### config.mk
export PLATFORM = sky130hd
export DESIGN_NAME = prefetch_mem_arbiter
export DESIGN_NICKNAME = d
export VERILOG_FILES = /design/src/rtl/prefetch_mem_arbiter.sv
export SDC_FILE = /design/constraint.sdc
export NUM_CORES = 1
export LEC_CHECK = 0
export ABC_AREA = 1
export BUFFER_PORTS_ARGS = -buffer_cell sky130_fd_sc_hd__buf_4
export CORE_ASPECT_RATIO = 0.8
export CORE_MARGIN = 2
export CORE_UTILIZATION = 30
export DETAILED_ROUTE_END_ITERATION = 16
export PLACE_DENSITY = 0.49
export REMOVE_ABC_BUFFERS = 1
export SETUP_SLACK_MARGIN = 0.3
export SLEW_MARGIN = 5
export SYNTH_ARGS = -nofsm -noshare
export SYNTH_HDL_FRONTEND = slang
export SYNTH_SLANG_ARGS = --single-unit
### constraint.sdc
create_clock -name i_clk -period 6.5 [get_ports i_clk]
set_clock_uncertainty 0.1 [all_clocks]
set_input_delay 1.3 -clock i_clk [delete_from_list [all_inputs] [get_ports i_clk]]
set_output_delay 1.3 -clock i_clk [all_outputs]
set_load 0.05 [all_outputs]
### src/rtl/prefetch_mem_arbiter.sv
// Refill read-port arbiter: demand misses versus queued next-line prefetches,
// with a deduplicating prefetch FIFO, demand absorb and a starvation guard.
module prefetch_mem_arbiter #(
  parameter int ADDR_W       = 32,
  parameter int BLOCK_OFFSET = 4,
  parameter int PF_DEPTH     = 4,
  parameter int STARVE_LIMIT = 8
) (
  input  logic              i_clk,
  input  logic              i_rst_n,
  input  logic              i_dm_req,
  input  logic [ADDR_W-1:0] i_dm_addr,
  output logic              o_dm_ack,
  output logic              o_dm_done,
  input  logic              i_pf_req,
  input  logic [ADDR_W-1:0] i_pf_addr,
  output logic              o_pf_full,
  output logic              o_pf_drop,
  output logic              o_pf_done,
  output logic [ADDR_W-1:0] o_pf_done_addr,
  output logic              o_mem_req,
  output logic [ADDR_W-1:0] o_mem_addr,
  input  logic              i_mem_gnt,
  input  logic              i_mem_rvalid
);
  localparam int BLK_W = ADDR_W - BLOCK_OFFSET;
  localparam int PTR_W = $clog2(PF_DEPTH);
  localparam int CNT_W = PTR_W + 1;
  localparam int STV_W = $clog2(STARVE_LIMIT + 1);
  localparam logic [CNT_W-1:0] DEPTH_C = CNT_W'(PF_DEPTH);
  localparam logic [STV_W-1:0] LIMIT_C = STV_W'(STARVE_LIMIT);

  typedef enum logic [1:0] {
    S_IDLE  = 2'd0,
    S_ISSUE = 2'd1,
    S_WAIT  = 2'd2
  } state_t;

  logic [PF_DEPTH-1:0] r_valid;
  logic [BLK_W-1:0]    r_blk [PF_DEPTH];
  logic [PTR_W-1:0]    r_head;
  logic [PTR_W-1:0]    r_tail;
  logic [CNT_W-1:0]    r_count;
  logic [STV_W-1:0]    r_starve;
  state_t              r_state;
  logic                r_owner_pf;
  logic [BLK_W-1:0]    r_cur_blk;
  logic                r_mem_req;
  logic [ADDR_W-1:0]   r_mem_addr;
  logic                r_dm_done;
  logic                r_pf_done;
  logic [ADDR_W-1:0]   r_pf_done_addr;
  logic                r_pf_drop;

  logic [BLK_W-1:0]    w_dm_blk;
  logic [BLK_W-1:0]    w_pf_blk;
  logic [BLK_W-1:0]    w_head_blk;
  logic                w_empty;
  logic                w_full;
  logic                w_head_valid;
  logic                w_any_valid;
  logic                w_pop_inv;
  logic                w_sel_dm;
  logic                w_sel_pf;
  logic                w_pop;
  logic                w_push;
  logic                w_pf_hit;
  logic [PF_DEPTH-1:0] w_absorb;
  logic [PF_DEPTH-1:0] w_valid_nxt;
  logic [CNT_W-1:0]    w_count_nxt;
  logic                w_unused;

  assign w_dm_blk     = i_dm_addr[ADDR_W-1:BLOCK_OFFSET];
  assign w_pf_blk     = i_pf_addr[ADDR_W-1:BLOCK_OFFSET];
  assign w_head_blk   = r_blk[r_head];
  assign w_empty      = (r_count == {CNT_W{1'b0}});
  assign w_full       = (r_count == DEPTH_C);
  assign w_head_valid = r_valid[r_head];
  assign w_any_valid  = |r_valid;
  assign w_unused     = ^{i_dm_addr[BLOCK_OFFSET-1:0], i_pf_addr[BLOCK_OFFSET-1:0]};

  // IDLE selection: invalidated heads are retired first, then demand vs prefetch.
  always_comb begin
    w_pop_inv = 1'b0;
    w_sel_dm  = 1'b0;
    w_sel_pf  = 1'b0;
    if (r_state == S_IDLE) begin
      if (!w_empty && !w_head_valid) begin
        w_pop_inv = 1'b1;
      end else if (i_dm_req && !((r_starve == LIMIT_C) && w_head_valid)) begin
        w_sel_dm = 1'b1;
      end else if (w_head_valid) begin
        w_sel_pf = 1'b1;
      end else begin
        w_sel_pf = 1'b0;
      end
    end else begin
      w_sel_dm = 1'b0;
    end
  end

  // Duplicate detection covers the FIFO, the in-flight block and a demand accepted now.
  always_comb begin
    w_pf_hit = ((r_state != S_IDLE) && (r_cur_blk == w_pf_blk)) ||
               (w_sel_dm && (w_dm_blk == w_pf_blk));
    for (int i = 0; i < PF_DEPTH; i++) begin
      w_pf_hit    = w_pf_hit | (r_valid[i] && (r_blk[i] == w_pf_blk));
      w_absorb[i] = w_sel_dm && r_valid[i] && (r_blk[i] == w_dm_blk);
    end
  end

  assign w_pop  = w_pop_inv | w_sel_pf;
  assign w_push = i_pf_req && !w_full && !w_pf_hit;

  // Next valid vector: absorb, then pop, then push.
  always_comb begin
    w_valid_nxt           = r_valid & ~w_absorb;
    w_valid_nxt[r_head]   = w_valid_nxt[r_head] & ~w_pop;
    w_valid_nxt[r_tail]   = w_valid_nxt[r_tail] | w_push;
    w_count_nxt           = r_count + CNT_W'(w_push) - CNT_W'(w_pop);
  end

  // Prefetch FIFO storage, pointers, drop pulse and starvation counter.
  always_ff @(posedge i_clk or negedge i_rst_n) begin
    if (!i_rst_n) begin
      r_valid   <= {PF_DEPTH{1'b0}};
      r_head    <= {PTR_W{1'b0}};
      r_tail    <= {PTR_W{1'b0}};
      r_count   <= {CNT_W{1'b0}};
      r_starve  <= {STV_W{1'b0}};
      r_pf_drop <= 1'b0;
      for (int i = 0; i < PF_DEPTH; i++) begin
        r_blk[i] <= {BLK_W{1'b0}};
      end
    end else begin
      r_valid   <= w_valid_nxt;
      r_count   <= w_count_nxt;
      r_pf_drop <= i_pf_req && !w_push;
      if (w_push) begin
        r_blk[r_tail] <= w_pf_blk;
        r_tail        <= r_tail + PTR_W'(1);
      end
      if (w_pop) begin
        r_head <= r_head + PTR_W'(1);
      end
      if (w_sel_pf || (w_count_nxt == {CNT_W{1'b0}})) begin
        r_starve <= {STV_W{1'b0}};
      end else if (w_sel_dm && w_any_valid && (r_starve != LIMIT_C)) begin
        r_starve <= r_starve + STV_W'(1);
      end
    end
  end

  // Transaction FSM: one outstanding read, completion routed to its owner.
  always_ff @(posedge i_clk or negedge i_rst_n) begin
    if (!i_rst_n) begin
      r_state        <= S_IDLE;
      r_owner_pf     <= 1'b0;
      r_cur_blk      <= {BLK_W{1'b0}};
      r_mem_req      <= 1'b0;
      r_mem_addr     <= {ADDR_W{1'b0}};
      r_dm_done      <= 1'b0;
      r_pf_done      <= 1'b0;
      r_pf_done_addr <= {ADDR_W{1'b0}};
    end else begin
      r_dm_done <= 1'b0;
      r_pf_done <= 1'b0;
      case (r_state)
        S_IDLE: begin
          if (w_sel_dm || w_sel_pf) begin
            r_owner_pf <= w_sel_pf;
            r_cur_blk  <= w_sel_pf ? w_head_blk : w_dm_blk;
            r_mem_req  <= 1'b1;
            r_mem_addr <= {(w_sel_pf ? w_head_blk : w_dm_blk), {BLOCK_OFFSET{1'b0}}};
            r_state    <= S_ISSUE;
          end
        end
        S_ISSUE: begin
          if (i_mem_gnt) begin
            r_mem_req  <= 1'b0;
            r_mem_addr <= {ADDR_W{1'b0}};
            r_state    <= S_WAIT;
          end
        end
        S_WAIT: begin
          if (i_mem_rvalid) begin
            r_dm_done <= ~r_owner_pf;
            r_pf_done <= r_owner_pf;
            if (r_owner_pf) begin
              r_pf_done_addr <= {r_cur_blk, {BLOCK_OFFSET{1'b0}}};
            end
            r_state <= S_IDLE;
          end
        end
        default: begin
          r_state   <= S_IDLE;
          r_mem_req <= 1'b0;
        end
      endcase
    end
  end

  assign o_dm_ack       = w_sel_dm & i_rst_n;
  assign o_dm_done      = r_dm_done;
  assign o_pf_full      = w_full;
  assign o_pf_drop      = r_pf_drop;
  assign o_pf_done      = r_pf_done;
  assign o_pf_done_addr = r_pf_done_addr;
  assign o_mem_req      = r_mem_req;
  assign o_mem_addr     = r_mem_addr;

endmodule

==> out/metrics.yaml <==
maxCapViolations: 0
dp.cells: 2391
hold_viol: 0
holdPathStages: 1
grt_max_degree: 147
drt.antenna.violating_nets: 0
antenna_found_initial: 2
antenna_cells: 0
dpl.hpwl_mm: 40.9
ys_async_sr_fraction: 1.00
hold_class: "reg2reg"
ir_worst_vdd_mv: 0.259
syn_inst: 1771
synth_seq_cells: 218
rsz0062_at_grt: "false"
num_vias: 12689
die_h_um: 193
yosys.area.top_type: "dfrtp_1"
period_needed_ps: 4890
clkTransAtPathRegs_ps: 60
clock_path_buffers: 3
initial_utilization: 0.302
gp_congestion: 0.981
postCtsSetupRepairBufs: 0
crit_type: "in2reg"
grt_pass1_vias: 11818
die_area_um2: 46200
finalMaxSlewViolations: 0
finalNetCount: 1900
finalSetupViolations: 0
slew_headroom: 0.323
p_switching_mw: 4.44
synth_top_area_frac: 0.408
dr.pass1.iters: 6
cp_max_fo: 11
synth_edf_count: 0
area_growth_pct: 16.0
startpoint: "i_pf_addr[12]"
stdcell_count: 2440
grt_pass1_wl_mm: 81.2
start_kind: "input port"
swShare: 0.507
timing.rr.end: "r_starve[1]$_DFFE_PN0P_"
cts_tree: "yes"
ys.flop_type: "dfrtp_1"
fin_setup_tns_ps: 0
final_area_um2: 15500
wl_per_cell_um: 23.0
row_count: 69
clk_latency_ps: 560
cts_buffers: 27
cts-root-buf: "clkbuf_16"
drt_iter0_drc: 1451
r2r_start: "r_blk[36]$_DFFE_PN0P_"
synthDistinctLibCells: 37
h-tree-depth: 1
syn-cell-area_um2: 13400
wirelength_mm: 56.1
via_per_inst: 5.20
critPathCaptureType: "flop"
core-area_um2: 44200
clock_sinks: 218
synth_warnings: 0
worstMarginPinSlew_ps: 1020
endpoint: "r_starve[1]$_DFFE_PN0P_"
seq_power_share: 0.313
p_int_mw: 4.32
holdCritStartpoint: "r_owner_pf$_DFFE_PN0P_"
port_buffers: 123
dpl_cell_area_um2: 14500
r2r_slack_ps: 2110
grt.overflow.total: 0
drcViolationCount: 0
die_w_um: 240
synth.yosys.seq_area_share: 0.408
io-pin-count: 140
nFillCells: 4720
p_leak_nw: 7.04
fmax_ghz: 0.204
syn_avg_cell_area_um2: 7.54
reg2regPathDepth: 17
cts-resized-gates: 0
finalCritPeriodShare: 0.753
grt_usage: 0.241
pwr-share-clk: 0.186
power_density_nw_per_um2: 566
crit_arrival_ps: 5230
required_ps: 6840
p_comb_frac: 0.502
drive_gt1_frac: 0.131
status: "finished, final reports clean"
postCtsHoldBufs: 0
yosys-top-cells-area: "dfrtp_1, nand2_1, o21ai_0, xnor2_1, inv_1"
## stage by stage
stage | util | hold WS (ps) | setup WS, ps | total power, mW
floorplan | - | 308 | 1000 | 5.31
global placement | 0.329 | 317 | 1360 | 7.03
detailed placement | 0.329 | 323 | 1310 | 7.09
CTS | 0.350 | 333 | 1870 | 8.76
global route | 0.350 | 352 | 1540 | 9.32
finish | 0.350 | 326 | 1610 | 8.76
## power by group through the flow
stage / clock (mW) / sequential (mW) / combinational (mW)
after global routing: 1.72 / 2.80 / 4.80
after detailed placement: 0 / 2.73 / 4.36
after CTS: 1.67 / 2.71 / 4.38
final: 1.63 / 2.74 / 4.39
after global placement: 0 / 2.72 / 4.31
after floorplan: 0 / 3.05 / 2.26
## synth_stat cells, types with 13 or more instances
| cell type | number |
|---|---|
| inv_1 | 200 |
| nor4_1 | 16 |
| o21ai_0 | 181 |
| o21ai_1 | 16 |
| nand3_1 | 64 |
| o21ai_2 | 40 |
| nand4_1 | 45 |
| nand2_1 | 462 |
| clkbuf_1 | 49 |
| buf_4 | 13 |
| nor2_1 | 64 |
| xnor2_1 | 87 |
| o211ai_1 | 28 |
| buf_2 | 47 |
| a21oi_1 | 67 |
| o22ai_1 | 68 |
| dfrtp_1 | 218 |
| xor2_1 | 24 |
## kinds of logic (layout without fill, tap and decap cells)
logic type,Yosys count,after routing,share of synthesized area
other,1,8,0.000281
adders and majority gates,13,13,0.0127
AOI/OAI and AO/OA,424,424,0.188
buffers and inverters,332,391,0.108
and+or+nand+nor,672,672,0.210
xor gates and xnor gates,111,111,0.0728
DFF,218,218,0.408
## how the worst min path moves through the flow
stage                           to  slack [ps]
2_1_floorplan  o_dm_done$_DFF_PN0_         310
3_3_place_gp   o_dm_done$_DFF_PN0_         320
3_5_place_dp   o_dm_done$_DFF_PN0_         320
4_1_cts        o_dm_done$_DFF_PN0_         330
5_1_grt        o_dm_done$_DFF_PN0_         350
6_report       o_dm_done$_DFF_PN0_         330
## per-layer routing
metal / GRT usage / up-vias / part of all wire
li1: - / 5919 / -
met3: 0.0516 / 85 / 0.087
met4: 0.0667 / 4 / 0.029
met1: 0.357 / 6165 / 0.47
met2: 0.350 / 516 / 0.41
met5: 0 / - / 0.00054
## placed cells by master, fill, tap and decap left out, types with 2 or more instances in the layout
master | Yosys | routed
clkbuf_16 | 0 | 27
nor3_1 | 9 | 9
nor2_1 | 64 | 61
clkinvlp_4 | 0 | 5
nor4_1 | 16 | 16
conb_1 | 1 | 8
a21oi_1 | 67 | 67
o22ai_1 | 68 | 68
dfrtp_1 | 218 | 217
clkbuf_8 | 0 | 4
clkinv_2 | 0 | 7
nor3b_1 | 2 | 2
a211oi_1 | 2 | 2
nand4_1 | 45 | 45
o21ai_0 | 181 | 181
clkinv_4 | 0 | 2
buf_4 | 13 | 135
ha_1 | 12 | 12
o211ai_1 | 28 | 28
nor2_4 | 0 | 4
inv_2 | 5 | 7
a2111oi_0 | 2 | 2
nand2_1 | 462 | 462
nand3_1 | 64 | 64
o21ai_1 | 16 | 16
xnor2_1 | 87 | 87
o21ai_2 | 40 | 40
xor2_1 | 24 | 24
a221oi_1 | 12 | 12
inv_1 | 200 | 197
nand3b_1 | 4 | 4
o31ai_1 | 2 | 2
or4_1 | 2 | 2
bufinv_16 | 0 | 4
o2111ai_1 | 5 | 5
## area by class of cell
type                    instances  area, um^2  area share
inverters                     205         769      0.0497
clock buffers                  31         731      0.0472
well taps                     603         754      0.0487
flip-flops and latches        218        5460       0.352
clock inverters                18         210      0.0136
repair buffers                137        1050      0.0677
multi-input cells            1228        6520       0.421
## sequential cells by signal, summed over array words and instances, names as in the netlist
name,cells
r_count,3
r_starve,4
r_valid,4
r_blk,112
o_dm_done,1
r_tail,2
o_mem_req,1
o_pf_drop,1
o_pf_done,1
o_mem_addr,28
r_owner_pf,1
r_state,2
o_pf_done_addr,28
r_head,2
r_cur_blk,28
## worst max-delay path, stage by stage
cell and delay, ps:
buf_4 170, xnor2_1 480, nand4_1 470, nor4_1 620
nand3_1 280, nand2_1 110, a21oi_1 60, nand2_2 100
ha_1 130, inv_1 40, ha_1 190, fa_1 410
xor2_1 160, inv_1 70, o31ai_1 300, inv_1 160
nand2_1 100, o21ai_0 70
(Power assumes the default switching activity.)
